===== config.mk =====
export PLATFORM = sky130hd
export DESIGN_NAME = pc_fetch
export DESIGN_NICKNAME = d
export VERILOG_FILES = /design/src/rtl/pc_fetch.sv
export SDC_FILE = /design/constraint.sdc
export NUM_CORES = 1
export LEC_CHECK = 0
export CORE_ASPECT_RATIO = 1.5
export CORE_MARGIN = 2
export CORE_UTILIZATION = 40
export DETAILED_ROUTE_END_ITERATION = 12
export GPL_TIMING_DRIVEN = 0
export PLACE_DENSITY = 0.84
export SLEW_MARGIN = 20
export SYNTH_ARGS = -nofsm -noshare
export SYNTH_HDL_FRONTEND = slang
export SYNTH_SLANG_ARGS = --single-unit

===== constraint.sdc =====
create_clock -name clk -period 1.6 [get_ports clk]
set_input_delay 0.32 -clock clk [delete_from_list [all_inputs] [get_ports clk]]
set_output_delay 0.32 -clock clk [all_outputs]
set_load 0.02 [all_outputs]

===== src/rtl/pc_fetch.sv =====
// Program-counter fetch unit: reads opcode/operand from an external ROM,
// steps FETCH -> EXEC per instruction, and parks in HALT on the halt opcode.
module pc_fetch #(
    parameter int unsigned           ADDR_W  = 12,
    parameter int unsigned           DATA_W  = 8,
    parameter logic [DATA_W/2-1:0]   HALT_OP = 4'hF
) (
    input  logic                  clk,
    input  logic                  reset,
    input  logic                  enable,
    input  logic                  load,
    input  logic [ADDR_W-1:0]     load_addr,
    output logic [ADDR_W-1:0]     dire,
    input  logic [DATA_W-1:0]     codigo,
    output logic [DATA_W/2-1:0]   instr,
    output logic [DATA_W/2-1:0]   oprnd,
    output logic                  valid,
    output logic                  wrap,
    output logic                  halted
);

    localparam int unsigned HALF_W = DATA_W / 2;

    typedef enum logic [1:0] {
        FETCH = 2'd0,
        EXEC  = 2'd1,
        HALT  = 2'd2
    } state_t;

    state_t              state;
    logic [ADDR_W-1:0]   pc;
    logic [HALF_W-1:0]   opcode;

    assign dire   = pc;
    assign opcode = codigo[DATA_W-1:HALF_W];

    // Priority: reset, then jump, then the enabled fetch/exec sequence.
    always_ff @(posedge clk) begin
        if (reset) begin
            pc     <= '0;
            instr  <= '0;
            oprnd  <= '0;
            valid  <= 1'b0;
            wrap   <= 1'b0;
            halted <= 1'b0;
            state  <= FETCH;
        end else if (load) begin
            pc     <= load_addr;
            valid  <= 1'b0;
            wrap   <= 1'b0;
            halted <= 1'b0;
            state  <= FETCH;
        end else begin
            valid <= 1'b0;
            wrap  <= 1'b0;
            if (enable) begin
                case (state)
                    FETCH: begin
                        instr <= opcode;
                        oprnd <= codigo[HALF_W-1:0];
                        valid <= 1'b1;
                        if (opcode == HALT_OP) begin
                            state  <= HALT;
                            halted <= 1'b1;
                        end else begin
                            state <= EXEC;
                        end
                    end
                    EXEC: begin
                        pc    <= pc + ADDR_W'(1);
                        wrap  <= &pc;
                        state <= FETCH;
                    end
                    default: begin
                        // HALT: everything holds until load or reset
                    end
                endcase
            end
        end
    end

endmodule

==> metrics.yaml <==
clock_sinks: 25
flop_and_latch_count_out_of_synthesis: 25
clk_root_buffer_cell: "clkbuf_8"
most_common_library_cell_in_the_layout_ignoring_fill_and_taps: "clkdlybuf4s50_1"
die_y_um: 70.3
fin_nets: 214
fmax_mhz: 640
synth.distinct_cells: 29
drt_iter0_markers: 22
layoutNonFillerInstCount: 227
worst_setup_path_end_kind: "primary output"
gp_weighted_congestion: 0.894
timing.final.hold_violations: 0
placementRows: 24
critical_path_arrival_ns: 1.24
cp_data_required_time_ns: 1.28
number_of_antenna_violations_at_the_first_check_in_global_routing: 0
syn_inst: 139
critPathSlowestCell: "clkdlybuf4s50_1"
grt_first_pass_wirelength_um: 4420
clock_path_buffers: 2
design_power_total_uw: 1330
clkTransAtPathRegs_ns: 0.09
netlist.area_leader.share_pct: 42.7
viasPerCell: 5.12
ant_nets: 0
core_area_mm2: 0.00285
detail_placement_hpwl_um: 2230
postSynthNetCount: 164
wl_met1_um: 1140
cts_setup_buffers: 0
synth.largest_area_cell: "dfxtp_1"
route.final.wire_length_um: 2850
worstSkewPairLatency_ns: 0.27
final.hold.worst_slack_ns: 0.415
syn_to_layout_area_delta_pct: 47.5
layout.cells.most_common_list: "clkdlybuf4s50_1 (32), dfxtp_1 (25), nand2_1 (19), a21oi_1 (18), dlygate4sd2_1 (11)"
cpLargestDelayFamily: "buffers and inverters"
power_per_cell_area_mw_per_mm2: 771
avg_synthesized_cell_area_um2: 8.43
detailroute.wirelength.met3_um: 149
layout-drive-gt1-share_pct: 6.91
mappedNetlistArea_mm2: 0.00117
vdd_ir_drop_max_mv: 0.698
die_x_um: 48.2
worst_pin_slew_ns: 0.486
synth_warnings: 0
detailed_routing_iteration_count_for_the_pre_antenna_repair_pass: 5
worst_setup_path_start_kind: "flop"
drc_errors: 0
synth_top_cells_by_area: "dfxtp_1 (43%), a21oi_1 (7.7%), nand2_1 (6.1%)"
worst_hold_path_type: "input pin to flop"
grt_pass1_vias: 1089
cp_num_buf_inv: 1
htree_num_levels: 1
fin_crit_ns: 1.56
report.final.slew_viol_count: 0
dp_cells: 223
max_cap_violation_count: 0
criticalPathCategory: "flop to primary output"
cts_tree: "built"
grt_util_all_layers_pct: 17.8
slew-limit-headroom_pct: 67.6
outcome: "completed"
part_of_the_cycle_the_worst_path_needs_pct: 97.7
cts_hold_buffers: 0
crit_path_max_incr_delay_ns: 0.62
met2_layer_wire_length_in_the_routed_design_um: 1480
crit_chain: "clkdlybuf4s50_1"
design.die.area_mm2: 0.00339
start_util_pct: 41.1
finalSetupViolCount: 0
detailroute.via_count: 1162
path_max_fanout: 2
highest_layer: "met4"
ys_seq_area_share_pct: 42.7
antenna_cells: 0
gr-total-overflow: 0
grt_setup_unrepaired: "no"
route.detailed.wl_per_inst_um: 12.6
numPortBuffers: 45
leakage_uw: 0.000738
io_pins: 47
largest_net_degree_at_the_start_of_global_routing: 16
maximum_clock_skew_at_final_layout_ns: 0.00169
numCtsBuffers: 3
[power breakdown]
group	leakage [uW]	switching [uW]	internal, uW
registers	0.000206	29.0	655
clock network	0.0000217	210	177
logic	0.000510	128	135
[metrics by stage]
step / area [um2] / TNS, ns / setup WS [ns] / util (%)
final: 1730 / 0 / 0.0370 / 60.6
after global routing: 1730 / 0 / 0.00464 / 60.6
after CTS: 1720 / 0 / 0.00768 / 60.4
after detailed placement: 1670 / -5.18 / -0.344 / 58.6
after global placement: 1670 / -4.81 / -0.301 / 58.6
after floorplan: 1170 / 0 / 0.182 / -
[cells by family (layout without fill, tap and decap cells)]
group	after synthesis	after routing	share of synthesized area (%)
simple gates	52	52	24.0
buf+inv	18	67	5.98
compound gates	29	29	15.3
flops	25	25	42.7
fa+ha+maj	1	1	1.07
mux	4	4	3.52
xor+xnor	10	10	7.47
[area by class of cell]
class / count / area (um2)
Sequential cell: 25 / 500
Inverter: 10 / 37.5
Tap cell: 39 / 48.8
Multi-Input combinational cell: 96 / 618
Clock buffer: 3 / 41.3
Fill cell: 259 / 1120
Buffer: 8 / 33.8
Clock inverter: 1 / 7.51
Timing Repair Buffer: 45 / 442
[layer usage]
layer | track usage [%] | vias to the layer above
met3 | 2.84 | 9
met1 | 19.0 | 534
li1 | - | 579
met5 | 0 | -
met2 | 30.7 | 40
met4 | 9.31 | 0
[sequential cells by signal (all words and copies together), names as in the netlist]
name and flops:
wrap 1, dire 12, oprnd 4, valid 1
state 2, halted 1, instr 4
[Yosys cell counts, drive strengths merged]
| library cell | count |
|---|---|
| xnor2 | 6 |
| a2111oi | 1 |
| buf | 2 |
| nor2 | 5 |
| nand2 | 19 |
| nor4 | 2 |
| nor3b | 1 |
| and3 | 3 |
| nand3 | 2 |
| xor2 | 4 |
| ha | 1 |
| dfxtp | 25 |
| mux2i | 3 |
| a31oi | 1 |
| nand3b | 1 |
| or3 | 1 |
| a211oi | 1 |
| nand4 | 3 |
| a21oi | 18 |
| mux2 | 1 |
| nor3 | 7 |
| and4 | 3 |
| clkbuf | 6 |
| nand2b | 1 |
| o21a | 8 |
| nand4b | 2 |
| and4b | 2 |
| inv | 10 |
[worst paths after layout]
kind / start / endpoint / slack, ns / depth (start not counted)
max: instr[2]$_SDFFE_PP0P_ / instr[2] / 0.04 / 1
min: reset / dire[11]$_SDFFE_PP0P_ / 0.42 / 2
max reg2reg: dire[3]$_SDFFE_PP0P_ / dire[11]$_SDFFE_PP0P_ / 0.17 / 4
min reg2reg: oprnd[2]$_SDFFE_PP0P_ / oprnd[2]$_SDFFE_PP0P_ / 0.46 / 2
[what timing repair did]
item | CTS | global route
endpoints found under the setup margin | 19 | 5
pin swaps | 1 | 0
resized for setup | 14 | 4
No activity file was read; power rests on OpenSTA's default activity.
==> RTL change: new RTL, same flow settings <==
Re-encode `state_t` (3 states) as one-hot, 3 bits wide.
--- a/src/rtl/pc_fetch.sv
+++ b/src/rtl/pc_fetch.sv
@@ -21,10 +21,10 @@
 
     localparam int unsigned HALF_W = DATA_W / 2;
 
-    typedef enum logic [1:0] {
-        FETCH = 2'd0,
-        EXEC  = 2'd1,
-        HALT  = 2'd2
+    typedef enum logic [2:0] {
+        FETCH = 3'b001,
+        EXEC  = 3'b010,
+        HALT  = 3'b100
     } state_t;
 
     state_t              state;
Behaviour: same outputs for any inputs over 10 cycles, from zero or initial values and one cycle with reset high; not proved beyond that.
==> RTL change against the original RTL <==
Via count is 20% higher; setup slack better by 0.0089 ns; final cell count is 8.4% higher; sequential cell count is 1 higher; clock skew is 0.0042 ns higher; final area is 13% higher; non-clock buffer count is 6 higher; global-route usage is 2.9 points higher; power is 18% higher; die area is 12% higher; wire length is 27% higher; area after synthesis is 13% higher; synthesized cell count is 11% higher.
==> RTL change: results (changes against the original RTL) <==
status finished, final reports clean; Total Routing Usage GR 20.7% (+2.9 points); largest cells by area after synthesis dfxtp_1 39%, nor2_1 4.8%, nand3_1 4.5%; unique cell type count in the Yosys netlist 42 (+45%); worst skew pair latency about 0.28 ns; share of post-route cells with drive strength above 1 14.6% (+7.6 points); clock-pin slew on the worst setup and hold paths 0.09 ns (about the same); CTS buffer count 3 (unchanged); Hold EP wrap; layout net count 232 (+8.4%); initial antenna violation count 0 (unchanged); clk_skew 0.00589 ns (+0.00420 ns); largest net degree at the start of global routing 16 (unchanged); Post-synth ARST share 0% (unchanged); Reg2Reg Launch Point state[2]; placed instance area 1840 um2 (+10%); DP Wirelength 2.50 mm (+12%); met2 Use GR 35.4% (+4.7 points); gpl congestion 0.838 (-6.3%); n_diodes 0 (unchanged); Hold WC Path Type register to register; H-Tree Depth 1 (unchanged); vias in the first global route 1,300 (+19%); syn nets 179 (+9.1%); Top delay family on crit path buffers and inverters; Pleak 0.705 nW (-4.5%); met1 Resource Use GR 25.2% (+6.2 points); Routed WL 3.63 mm (+27%); part of the Yosys area used for sequential elements 39.3% (-3.4 points); pin slew with the least headroom to its limit 0.503 ns (+0.0165 ns); drt pass-1 iters 4 (-1); highest ir drop seen on vdd 539 uV (-23%); grt met3 use 2.21% (-0.63 points); crit-path max FO 2 (unchanged); hold path startpoint dire[11]; Max Buffers Root-to-Sink 2 (unchanged); initial DRC count 50 (+130%); R2R cell count 4 (unchanged); via count 1,390 (+20%); WHS Path Cells 2 (unchanged); # port buffers 46 (+2.2%); Post-synth top cells 26 x dfxtp_1, 17 x nor2_1, 12 x nand3_1; CTS root buf clkbuf_8; Switching Share 25.9% (-1.7 points); commonest register cell after synthesis dfxtp_1; first-pass GRT wire length 6.02 mm (+36%); FILL cells 286 (+10%); reg2reg end dire[2]; R2R setup slack 0.07 ns (-0.10 ns); Place WS -0.719 ns (-0.375 ns); Syn. warnings 0 (unchanged); Slowest cell on crit path clkdlybuf4s50_1
[RTL change: worst max path at each step]
stage               end  slack [ns]      from  depth (start not counted)
4_1_cts        dire[11]      0.0008      load                          5
3_3_place_gp   oprnd[0]       -0.65      load                          6
3_5_place_dp   instr[0]       -0.72      load                          6
2_1_floorplan  dire[11]        0.05   dire[2]                          3
6_report         halted        0.05    halted                          1
5_1_grt         dire[2]       -0.04  state[2]                          4
[RTL change: what timing repair did]
action,in CTS,in global routing
buffers inserted,0,2
hold buffers,0,0
gates cloned,0,0
endpoints found under the setup margin,31,17
pin swaps,0,1
resized for setup,21,12
[RTL change: power groups by stage]
stage	logic, mW	registers, mW	clock network (mW)
3_3_place_gp	0.297	0.739	0
3_5_place_dp	0.300	0.739	0
5_1_grt	0.327	0.731	0.582
2_1_floorplan	0.111	0.770	0
6_report	0.298	0.725	0.554
4_1_cts	0.290	0.726	0.558
[RTL change: layout make-up]
type,instances,area [um2],area share [%]
clock buffer,3,41.3,2.12
inverter,8,30.0,1.54
timing repair buffer,48,459,23.5
multi-input combinational,109,748,38.3
sequential,26,537,27.5
tap,40,50.0,2.56
buffer,11,56.3,2.88
clock inverter,1,30.0,1.54
[RTL change: cells by family after synthesis]
group / synth area share (%)
AO/OA/AOI/OAI: 24.1
XOR/XNOR: 0.661
adder cells (fa/ha/maj): 0.944
buffers and inverters: 5.57
flip-flops: 39.3
AND/OR/NAND/NOR: 29.5
[RTL change: per-layer routing]
layer / up-vias / part of all wire [%]
met5: - / 0
met4: 0 / 3.1
met3: 11 / 6.3
met2: 63 / 50
met1: 626 / 40
li1: 690 / -
[RTL change: worst reg2reg max path, stage by stage (launching register included)]
cell	delay (ns)
dfxtp_1	0.35
nand4bb_4	0.28
buf_2	0.23
or3_1	0.33
a311oi_1	0.25
[RTL change: per-stage QoR]
stage          util [%]  std cells  hold WS (ns)
3_5_place_dp       58.3        240         0.467
2_1_floorplan         -        154         0.468
6_report           61.8        246         0.483
5_1_grt            61.8        246         0.506
3_3_place_gp       58.3        240         0.468
4_1_cts            60.6        244         0.486
